[src/rtl/arbiter_types.sv]
`default_nettype none
// ============================================================================
//  Module   : arbiter_types (package)
//  Brief    : Shared types and line/burst geometry for the cache arbiter.
//  Revision : 1.0  initial release
// ============================================================================
package arbiter_types;

    localparam int LINE_W   = 256;
    localparam int BURST_W  = 64;
    localparam int BEATS    = 4;
    localparam int CNT_W    = 2;
    localparam int OFFSET_W = 5;

    typedef enum logic [2:0] {
        IDLE    = 3'd0,
        I_READ  = 3'd1,
        D_READ  = 3'd2,
        D_WRITE = 3'd3,
        DONE_I  = 3'd4,
        DONE_D  = 3'd5
    } arb_state_t;

    // Drop the byte-within-line offset so memory always sees a line address.
    function automatic logic [31:0] line_align(input logic [31:0] addr);
        return {addr[31:OFFSET_W], {OFFSET_W{1'b0}}};
    endfunction

endpackage
`default_nettype wire

[src/rtl/cacheline_adaptor.sv]
`default_nettype none
// ============================================================================
//  Module   : cacheline_adaptor
//  Brief    : Beat counter, read line buffer and write-beat mux that convert
//             between one 256-bit cacheline and four 64-bit memory bursts.
//  Revision : 1.0  initial release
// ============================================================================
module cacheline_adaptor
    import arbiter_types::*;
(
    input  logic                clk,
    input  logic                rst,
    input  logic                start,
    input  logic                load_wdata,
    input  logic [LINE_W-1:0]   wdata_i,
    input  logic                beat_valid,
    input  logic                capture,
    input  logic                wr_active,
    input  logic [BURST_W-1:0]  burst_i,
    output logic [LINE_W-1:0]   line_o,
    output logic [BURST_W-1:0]  burst_o,
    output logic                last_beat
);

    logic [CNT_W-1:0]               count_q, count_d;
    logic [BEATS-1:0][BURST_W-1:0]  line_q,  line_d;
    logic [BEATS-1:0][BURST_W-1:0]  wdata_q, wdata_d;

    // Next-state for counter, read buffer and latched write line.
    always_comb begin
        count_d = count_q;
        line_d  = line_q;
        wdata_d = wdata_q;
        if (start) begin
            count_d = '0;
        end
        if (load_wdata) begin
            wdata_d = wdata_i;
        end
        // Read beats land at slice k = count; gaps leave everything untouched.
        if (beat_valid) begin
            if (capture) begin
                line_d[count_q] = burst_i;
            end
            count_d = count_q + CNT_W'(1);
        end
    end

    // State registers; the buffer persists until the next read overwrites it.
    always_ff @(posedge clk) begin
        if (rst) begin
            count_q <= '0;
            line_q  <= '0;
            wdata_q <= '0;
        end else begin
            count_q <= count_d;
            line_q  <= line_d;
            wdata_q <= wdata_d;
        end
    end

    assign line_o    = line_q;
    assign burst_o   = wr_active ? wdata_q[count_q] : '0;
    assign last_beat = beat_valid && (count_q == CNT_W'(BEATS - 1));

endmodule
`default_nettype wire

[src/rtl/p_cache_arbiter.sv]
`default_nettype none
// ============================================================================
//  Module   : p_cache_arbiter
//  Brief    : Grants one I-cache or D-cache line miss at a time to the burst
//             memory (D-cache first) and returns the line with a resp pulse.
//  Revision : 1.0  initial release
// ============================================================================
module p_cache_arbiter
    import arbiter_types::*;
(
    input  logic                clk,
    input  logic                rst,
    input  logic                i_pmem_read,
    input  logic [31:0]         i_pmem_address,
    output logic [LINE_W-1:0]   i_pmem_rdata,
    output logic                i_pmem_resp,
    input  logic                d_pmem_read,
    input  logic                d_pmem_write,
    input  logic [31:0]         d_pmem_address,
    input  logic [LINE_W-1:0]   d_pmem_wdata,
    output logic [LINE_W-1:0]   d_pmem_rdata,
    output logic                d_pmem_resp,
    output logic                mem_read,
    output logic                mem_write,
    output logic [31:0]         mem_address,
    output logic [BURST_W-1:0]  mem_burst_o,
    input  logic [BURST_W-1:0]  mem_burst_i,
    input  logic                mem_resp
);

    arb_state_t         state_q, state_d;
    logic [31:0]        addr_q,  addr_d;
    logic               start;
    logic               load_wdata;
    logic               beat_valid;
    logic               last_beat;
    logic [LINE_W-1:0]  line;

    // Arbitration, next-state and command/resp outputs.
    always_comb begin
        state_d     = state_q;
        addr_d      = addr_q;
        start       = 1'b0;
        load_wdata  = 1'b0;
        mem_read    = 1'b0;
        mem_write   = 1'b0;
        i_pmem_resp = 1'b0;
        d_pmem_resp = 1'b0;
        case (state_q)
            IDLE: begin
                // D-cache wins: a D miss stalls the whole pipeline.
                if (d_pmem_write) begin
                    state_d    = D_WRITE;
                    addr_d     = line_align(d_pmem_address);
                    start      = 1'b1;
                    load_wdata = 1'b1;
                end else if (d_pmem_read) begin
                    state_d = D_READ;
                    addr_d  = line_align(d_pmem_address);
                    start   = 1'b1;
                end else if (i_pmem_read) begin
                    state_d = I_READ;
                    addr_d  = line_align(i_pmem_address);
                    start   = 1'b1;
                end
            end
            I_READ: begin
                mem_read = 1'b1;
                if (last_beat) state_d = DONE_I;
            end
            D_READ: begin
                mem_read = 1'b1;
                if (last_beat) state_d = DONE_D;
            end
            D_WRITE: begin
                mem_write = 1'b1;
                if (last_beat) state_d = DONE_D;
            end
            DONE_I: begin
                i_pmem_resp = 1'b1;
                state_d     = IDLE;
            end
            DONE_D: begin
                d_pmem_resp = 1'b1;
                state_d     = IDLE;
            end
            default: state_d = IDLE;
        endcase
    end

    // State and latched line address.
    always_ff @(posedge clk) begin
        if (rst) begin
            state_q <= IDLE;
            addr_q  <= '0;
        end else begin
            state_q <= state_d;
            addr_q  <= addr_d;
        end
    end

    // mem_resp only counts while a command is on the bus.
    assign beat_valid = mem_resp && (mem_read || mem_write);

    cacheline_adaptor u_adaptor (
        .clk        (clk),
        .rst        (rst),
        .start      (start),
        .load_wdata (load_wdata),
        .wdata_i    (d_pmem_wdata),
        .beat_valid (beat_valid),
        .capture    (mem_read),
        .wr_active  (mem_write),
        .burst_i    (mem_burst_i),
        .line_o     (line),
        .burst_o    (mem_burst_o),
        .last_beat  (last_beat)
    );

    assign mem_address  = addr_q;
    assign i_pmem_rdata = line;
    assign d_pmem_rdata = line;

endmodule
`default_nettype wire

[config.mk]
export PLATFORM = sky130hd
export DESIGN_NAME = p_cache_arbiter
export DESIGN_NICKNAME = d
export VERILOG_FILES = /design/src/rtl/arbiter_types.sv /design/src/rtl/cacheline_adaptor.sv /design/src/rtl/p_cache_arbiter.sv
export SDC_FILE = /design/constraint.sdc
export NUM_CORES = 1
export LEC_CHECK = 0
export CORE_AREA = 2 2 394 396
export CTS_CLUSTER_DIAMETER = 200
export DETAILED_ROUTE_END_ITERATION = 16
export DIE_AREA = 0 0 396 398
export SLEW_MARGIN = 20
export SYNTH_ARGS = -nofsm -noshare
export SYNTH_HDL_FRONTEND = slang
export SYNTH_SLANG_ARGS = --single-unit
[constraint.sdc]
create_clock -name clk -period 1.8 [get_ports clk]
set_input_delay 0.36 -clock clk [delete_from_list [all_inputs] [get_ports clk]]
set_output_delay 0.36 -clock clk [all_outputs]
set_load 0.01 [all_outputs]
==> metrics.md, run 1 <==
| Metric | Value |
|---|---|
| Via density | 4.05 |
| Initial antenna violation count | 45 |
| Vias | 23300 |
| Hold Path Stages | 2 |
| Final setup fails | 695 |
| Cell Area, Synth | 23100 sq um |
| Fillers | 16500 |
| Drt drc | 0 |
| Number of global-route vias before repair | 21600 |
| Worst-path clk slew | 0.06 ns |
| Mapped Cells | 2836 |
| Clock sinks | 544 |
| Remaining antenna violation count | 0 |
| Initial Utilization | 0.150 |
| CP delay by family, top | buffers and inverters |
| CP Capture Type | output pin |
| Final nets | 4030 |
| Min-Delay Startpoint | rst |
| Final WS setup | -0.862 ns |
| CTS buffer count | 68 |
| Failing checks | setup timing |
| VDD IR max | 0.000528 V |
| Final period utilization | 1.48 |
| Cell variety after synth | 34 |
| WL per Instance | 26.1 um |
| Die footprint | 158000 sq um |
| Clock period minus worst slack | 2.66 ns |
| CP arrival | 2.30 ns |
| Core area | 153000 sq um |
| Bufs on Longest Clock Path | 3 |
| Lkg Pwr | 0.0136 uW |
| Number of port buffers | 986 |
| Crit Reg-Reg Endpoint | u_adaptor.line_o[237] |
| Register area share after synthesis | 0.472 |
| Ys Warns | 0 |
| Dpl cell area | 34500 sq um |
| Global-route wire length before repair | 189000 um |
| Crit-path max cell delay | 0.52 ns |
| Drt first-iter violations | 1751 |
| Top_reg_cell synth | dfxtp_1 |
| Max-cap violation count | 0 |
| TritonCTS clock tree | done |
| Worst reg2reg path depth | 10 |
| Synth async-reset ratio | 0 |
| Worst-skew pair later-pin latency | 0.65 ns |
| Horiz. Die Dim | 396 um |
| Final core area utilization | 0.250 |
| Post-DP HPWL | 118000 um |
| Status | finished, violations left |
| DR pass1 iterations | 6 |
| Synth Register Bits | 544 |
| Clock root buffer | clkbuf_16 |
| Max frequency | 376 MHz |
| CP Max Fanout | 6 |
| Reg2Reg Setup Slack | -0.34 ns |
| Layout cells sized above 1 | 0.218 |
| Dpl ws | -0.394 ns |
| Largest net degree at the start of global routing | 61 |
| Final Hold Viols | 0 |
| I/O pin count | 1002 |
| H-tree depth | 3 |
| WS Path Type | reg2out |
| Bufs and invs on worst path | 4 |
| Syn Area/Cell | 8.13 sq um |
| Hold endpoint | state_q[1] |
| Commonest non-fill, non-tap cell in the layout | nand2_1 |
| Grt ovf | 0 |
| Number of flops mapped to enable cells by yosys | 0 |
| Cell-by-cell trace of the critical path | buf_12 > buf_12 > buf_8 > mux4_2 > nor2b_4 > buf_12 |
| Pins over their slew limit | 0 |
| Total GRT Usage | 0.174 |
| Pwr dens | 975 nW/um^2 |
| Total detailed-routing wirelength | 150000 um |
| Reg2reg start | u_adaptor.count_q[0] |
| Startpoint Class | register |
| Row count | 144 |
| Die Height | 398 um |
| Hold Crit Class | in2reg |
| Synth-to-layout area growth | 66.4% |
| Worst Clk Skew | 0.0222 ns |
| Commonest cells after routing, fill and taps aside | 1034 x nand2_1, 672 x clkdlybuf4s50_1, 493 x dfxtp_1, 460 x a21oi_1, 114 x buf_4 |
| Unrepaired setup endpoints after global routing | yes |
| Gpl congestion | 0.913 |
| Final instance area | 38400 sq um |
| Critical path's slowest cell | mux4_2 |
| CP required | 1.44 ns |
| Cell mode on critical path | buf_12 |
==> worst register-to-register path, cell delays in order, from the launching register on <==
cell and delay [ns]:
dfxtp_4 0.37, buf_12 0.16, buf_4 0.15, buf_8 0.12, ha_4 0.16, nand2_4 0.06
or3b_4 0.44, buf_12 0.17, clkbuf_16 0.23, nand2_1 0.09, a21oi_1 0.06
==> area by class of cell <==
cell class,count,area [sq um],share of cell area
antenna,15,37.5,0.000978
clock buffer,103,2030,0.0530
clock inverter,17,236,0.00616
inverter,4,28.8,0.000750
multi-input combinational,1820,9840,0.256
sequential,544,11000,0.286
tap,2044,2560,0.0667
timing repair buffer,1198,12700,0.330
==> stage by stage <==
stage | power [uW] | instances | hold WS [ns] | TNS (ns)
detailed placement | 22600 | 5548 | 0.447 | -66.55
global placement | 22500 | 5548 | 0.441 | -54.75
CTS | 37200 | 5693 | 0.0428 | -202.59
global route | 39000 | 5735 | 0.0678 | -213.33
finish | 37400 | 5745 | 0.112 | -136.82
floorplan | 17800 | 2840 | 0.433 | -0.304
==> worst max path at each step <==
stage | start | depth (start not counted) | to | slack, ns
floorplan | u_adaptor.count_q[0] | 4 | mem_burst_o[25] | -0.01
global placement | u_adaptor.count_q[0] | 6 | mem_burst_o[6] | -0.34
detailed placement | u_adaptor.count_q[0] | 6 | mem_burst_o[6] | -0.39
CTS | u_adaptor.count_q[0] | 6 | mem_burst_o[20] | -1.03
global route | u_adaptor.count_q[0] | 6 | mem_burst_o[16] | -0.95
finish | u_adaptor.count_q[0] | 6 | mem_burst_o[6] | -0.86
==> cells in the mapped netlist (6+ instances only) <==
master	number	area share
nand2_1	1053	0.17
a311oi_1	27	0.010
o21ai_0	25	0.0054
nor2b_1	66	0.018
dfxtp_1	544	0.47
clkbuf_1	118	0.019
buf_1	7	0.0011
buf_4	301	0.098
mux4_2	64	0.063
buf_2	40	0.0087
buf_6	6	0.0029
a21oi_1	515	0.11
nor2_1	30	0.0049
==> power by group <==
| part | internal [uW] | leakage [uW] | switching, uW |
|---|---|---|---|
| sequential | 13100 | 0.00446 | 879 |
| clock | 8400 | 0.00111 | 5770 |
| combinational | 4390 | 0.00806 | 4880 |
| total | 25900 | 0.0136 | 11500 |
==> state kept, by name, summed over array words and instances (netlist names) <==
signal,flops
state_q,3
u_adaptor.wdata_q,256
u_adaptor.line_o,256
mem_address,27
u_adaptor.count_q,2
==> layer usage <==
metal	routed length, um	up-vias	part of all wire	global-route usage
met2	71000	1124	0.47	0.286
li1	-	10700	-	-
met3	14400	197	0.096	0.0587
met1	59800	11200	0.40	0.211
met4	4830	22	0.032	0.0597
met5	142	-	0.00095	0
==> cells by family after synthesis <==
group | synth area share
AND/OR/NAND/NOR | 0.202
AO/OA/AOI/OAI | 0.129
flip-flops | 0.472
buffers and inverters | 0.131
multiplexers | 0.0625
adder cells (fa/ha/maj) | 0.00217
other | 0.000163
XOR/XNOR | 0.00119
==> timing repair <==
item / 4_1_cts / 5_1_grt
pin swaps: 5 / 28
gates resized for setup: 940 / 190
gates cloned: 3 / 21
hold buffers: 0 / 0
endpoints found under the hold margin: 0 / 0
buffers inserted: 30 / 23
endpoints found under the setup margin: 896 / 907
Power figures use the tool's default switching activity.
==> inputs of run 2 (changes only) <==
- CAP_MARGIN: default -> 15
- CORE_AREA: 2 2 394 396 -> 2 2 392 394
- DIE_AREA: 0 0 396 398 -> 0 0 394 396
- SKIP_CTS_REPAIR_TIMING: default -> 1
- SYNTH_HIERARCHICAL: default -> 1
==> run 2 against run 1 <==
The run still ends with setup timing left. Worst hold slack improved by 0.19 ns. Cell area increased by 12%. Maximum frequency increased by 0.53%. Largest power group unchanged. Die area decreased by 1.0%. Clock power about the same. Via count decreased by 7.9%. Register-to-register slack got worse by 0.05 ns. Wire length decreased by 7.4%. First-iteration DRC count decreased by 31%. Count of clock-buffer cells in the layout decreased by 6. Clock skew increased by 0.012 ns.
==> metrics.md, run 2 <==
| Metric | Value |
|---|---|
| Status | finished, violations left |
| Failing checks | setup timing |
| Worst-skew pair later-pin latency | 0.65 ns |
| CP Max Fanout | 5 |
| Post-DP HPWL | 106000 um |
| Final period utilization | 1.47 |
| Final instance area | 42800 sq um |
| TritonCTS clock tree | done |
| Total GRT Usage | 0.158 |
| Pins over their slew limit | 0 |
| Register area share after synthesis | 0.439 |
| VDD IR max | 0.000750 V |
| Final Hold Viols | 0 |
| Number of port buffers | 986 |
| Reg2Reg Setup Slack | -0.39 ns |
| Number of global-route vias before repair | 20600 |
| Yosys top cell area share | 0.439 |
| Layout cells sized above 1 | 0.216 |
| Synth top cells by count | 640 x mux2i_1, 544 x dfxtp_1, 324 x nand2b_1 |
| Mapped Cells | 2412 |
| Clock root buffer | clkbuf_16 |
| Max-cap violation count | 0 |
| Pwr dens | 889 nW/um^2 |
| CP arrival | 2.29 ns |
| Clock period minus worst slack | 2.65 ns |
| Worst Setup SP | state_q[0] |
| Die Height | 396 um |
| Worst reg2reg path depth | 11 |
| Hold Crit Class | in2reg |
| Final WS setup | -0.848 ns |
| Initial Utilization | 0.164 |
| Max frequency | 378 MHz |
| Dpl cell area | 36700 sq um |
| Commonest non-fill, non-tap cell in the layout | mux2i_1 |
| Fillers | 15800 |
| Die footprint | 156000 sq um |
| Synth async-reset ratio | 0 |
| Largest area contributor in the netlist | dfxtp_1 |
| Synth-to-layout area growth | 72.3% |
| Number of flops mapped to enable cells by yosys | 0 |
| Top-count cell post-synth | mux2i_1 |
| Drt drc | 0 |
| Synth Register Bits | 544 |
| Commonest cells after routing, fill and taps aside | 617 x mux2i_1, 493 x dlymetal6s2s_1, 480 x dfxtp_1, 378 x clkdlybuf4s50_1, 323 x nand2b_1 |
| Startpoint Class | register |
| Drt first-iter violations | 1201 |
| WS Path Type | reg2out |
| Vias | 21400 |
| Final nets | 3748 |
| Final setup fails | 564 |
| Unrepaired setup endpoints after global routing | yes |
| Slew margin rel. | 0.598 |
| CP Capture Type | output pin |
| DR pass1 iterations | 5 |
| Grt ovf | 0 |
| Worst-Margin Slew | 0.603 ns |
| Worst Clk Skew | 0.0338 ns |
| Lkg Pwr | 0.0254 uW |
| H-tree depth | 3 |
| CTS buffer count | 70 |
| Crit Reg-Reg Endpoint | u_adaptor/wdata_q[146] |
| Syn Area/Cell | 10.3 sq um |
| Initial antenna violation count | 58 |
| CP required | 1.44 ns |
| Row count | 143 |
| Bufs on Longest Clock Path | 3 |
| Total detailed-routing wirelength | 139000 um |
| Remaining antenna violation count | 0 |
| Total power draw | 38000 uW |
| CP endpoint | mem_burst_o[39] |
| I/O pin count | 1002 |
| Cell variety after synth | 36 |
| Largest net degree at the start of global routing | 70 |
| WL per Instance | 25.6 um |
| Ys Warns | 6 |
| Synth top area cells | dfxtp_1 44%, mux2i_1 26%, buf_4 8.6%, nand2b_1 8.2%, nor2_1 3.9% |
| Core area | 152000 sq um |
| Via density | 3.93 |
| Global-route wire length before repair | 173000 um |
| Cell Area, Synth | 24800 sq um |
| Gpl congestion | 0.887 |
| Top_reg_cell synth | dfxtp_1 |
| Reg2reg start | state_q[0] |
| Horiz. Die Dim | 394 um |
| Clock sinks | 544 |
| Worst-path clk slew | 0.05 ns |
run 2: cell count changes after synthesis, sizes merged, moves of 21 or more:
cell and change:
clkbuf -59, nor2 +229, nor2b -66, a21oi -485, mux4 -64, o22ai +65
nand2 -1024, mux2i +640, buf +21, nand2b +322
run 2: power by group:
part           switching [uW]  internal [uW]
Sequential                821          13000
Combinational            4730           5430
Clock                    5760           8240
run 2: area by class of cell:
cell class,instances,area (sq um),area share
diodes,8,20.0,0.000468
flip-flops and latches,544,11000,0.257
clock inverters,26,272,0.00635
inverters,4,15.0,0.000351
multi-input cells,1434,11700,0.273
clock buffers,97,1970,0.0461
well taps,2030,2540,0.0594
repair buffers,1300,15300,0.358
run 2: critical path, cell delays in order, from the launching register on:
cell,delay [ns]
dfxtp_4,0.36
inv_2,0.05
nor3b_4,0.18
buf_6,0.15
buf_6,0.12
nand2_8,0.08
buf_12,0.17
buf_8,0.13
buf_6,0.12
o22ai_4,0.10
buf_6,0.15
run 2: cell families (layout without fill, tap and decap cells):
kind of cell    Yosys count  in the layout  share of synthesized area
flops                   544            544                      0.439
fa+ha+maj                 4              4                    0.00202
mux                     640            640                      0.258
buf+inv                 438           1427                      0.126
other cells               1             13                   0.000151
simple gates            632            632                      0.131
xor+xnor                  1              1                   0.000353
compound gates          152            152                     0.0432
run 2: how the worst min path moves through the flow:
stage,from,end,cells after the start
finish,i_pmem_address[10],mem_address[10],3
global route,i_pmem_address[10],mem_address[10],3
CTS,i_pmem_address[10],mem_address[10],3
detailed placement,u_adaptor/wdata_q[148],u_adaptor/wdata_q[148],2
global placement,u_adaptor/wdata_q[144],u_adaptor/wdata_q[144],2
floorplan,u_adaptor/wdata_q[0],u_adaptor/wdata_q[0],2
run 2: routing by layer:
metal,routed length (um),vias up,global-route usage,share of wire
met5,195,-,0,0.0014
met1,57700,10400,0.191,0.41
met3,11400,202,0.0546,0.082
met2,65800,965,0.264,0.47
li1,-,9799,-,-
met4,4030,34,0.0437,0.029
run 2: metrics by stage:
step	setup TNS [ns]	util	hold slack (ns)	worst slack (ns)	cells
after floorplan	-0.115	-	0.460	-0.0567	2416
after global placement	-170.27	0.242	0.471	-0.671	5194
after detailed placement	-175.64	0.242	0.480	-0.643	5194
after CTS	-246.56	0.257	0.225	-1.42	5317
after global routing	-187.94	0.282	0.253	-0.971	5438
final	-137.87	0.282	0.299	-0.848	5443
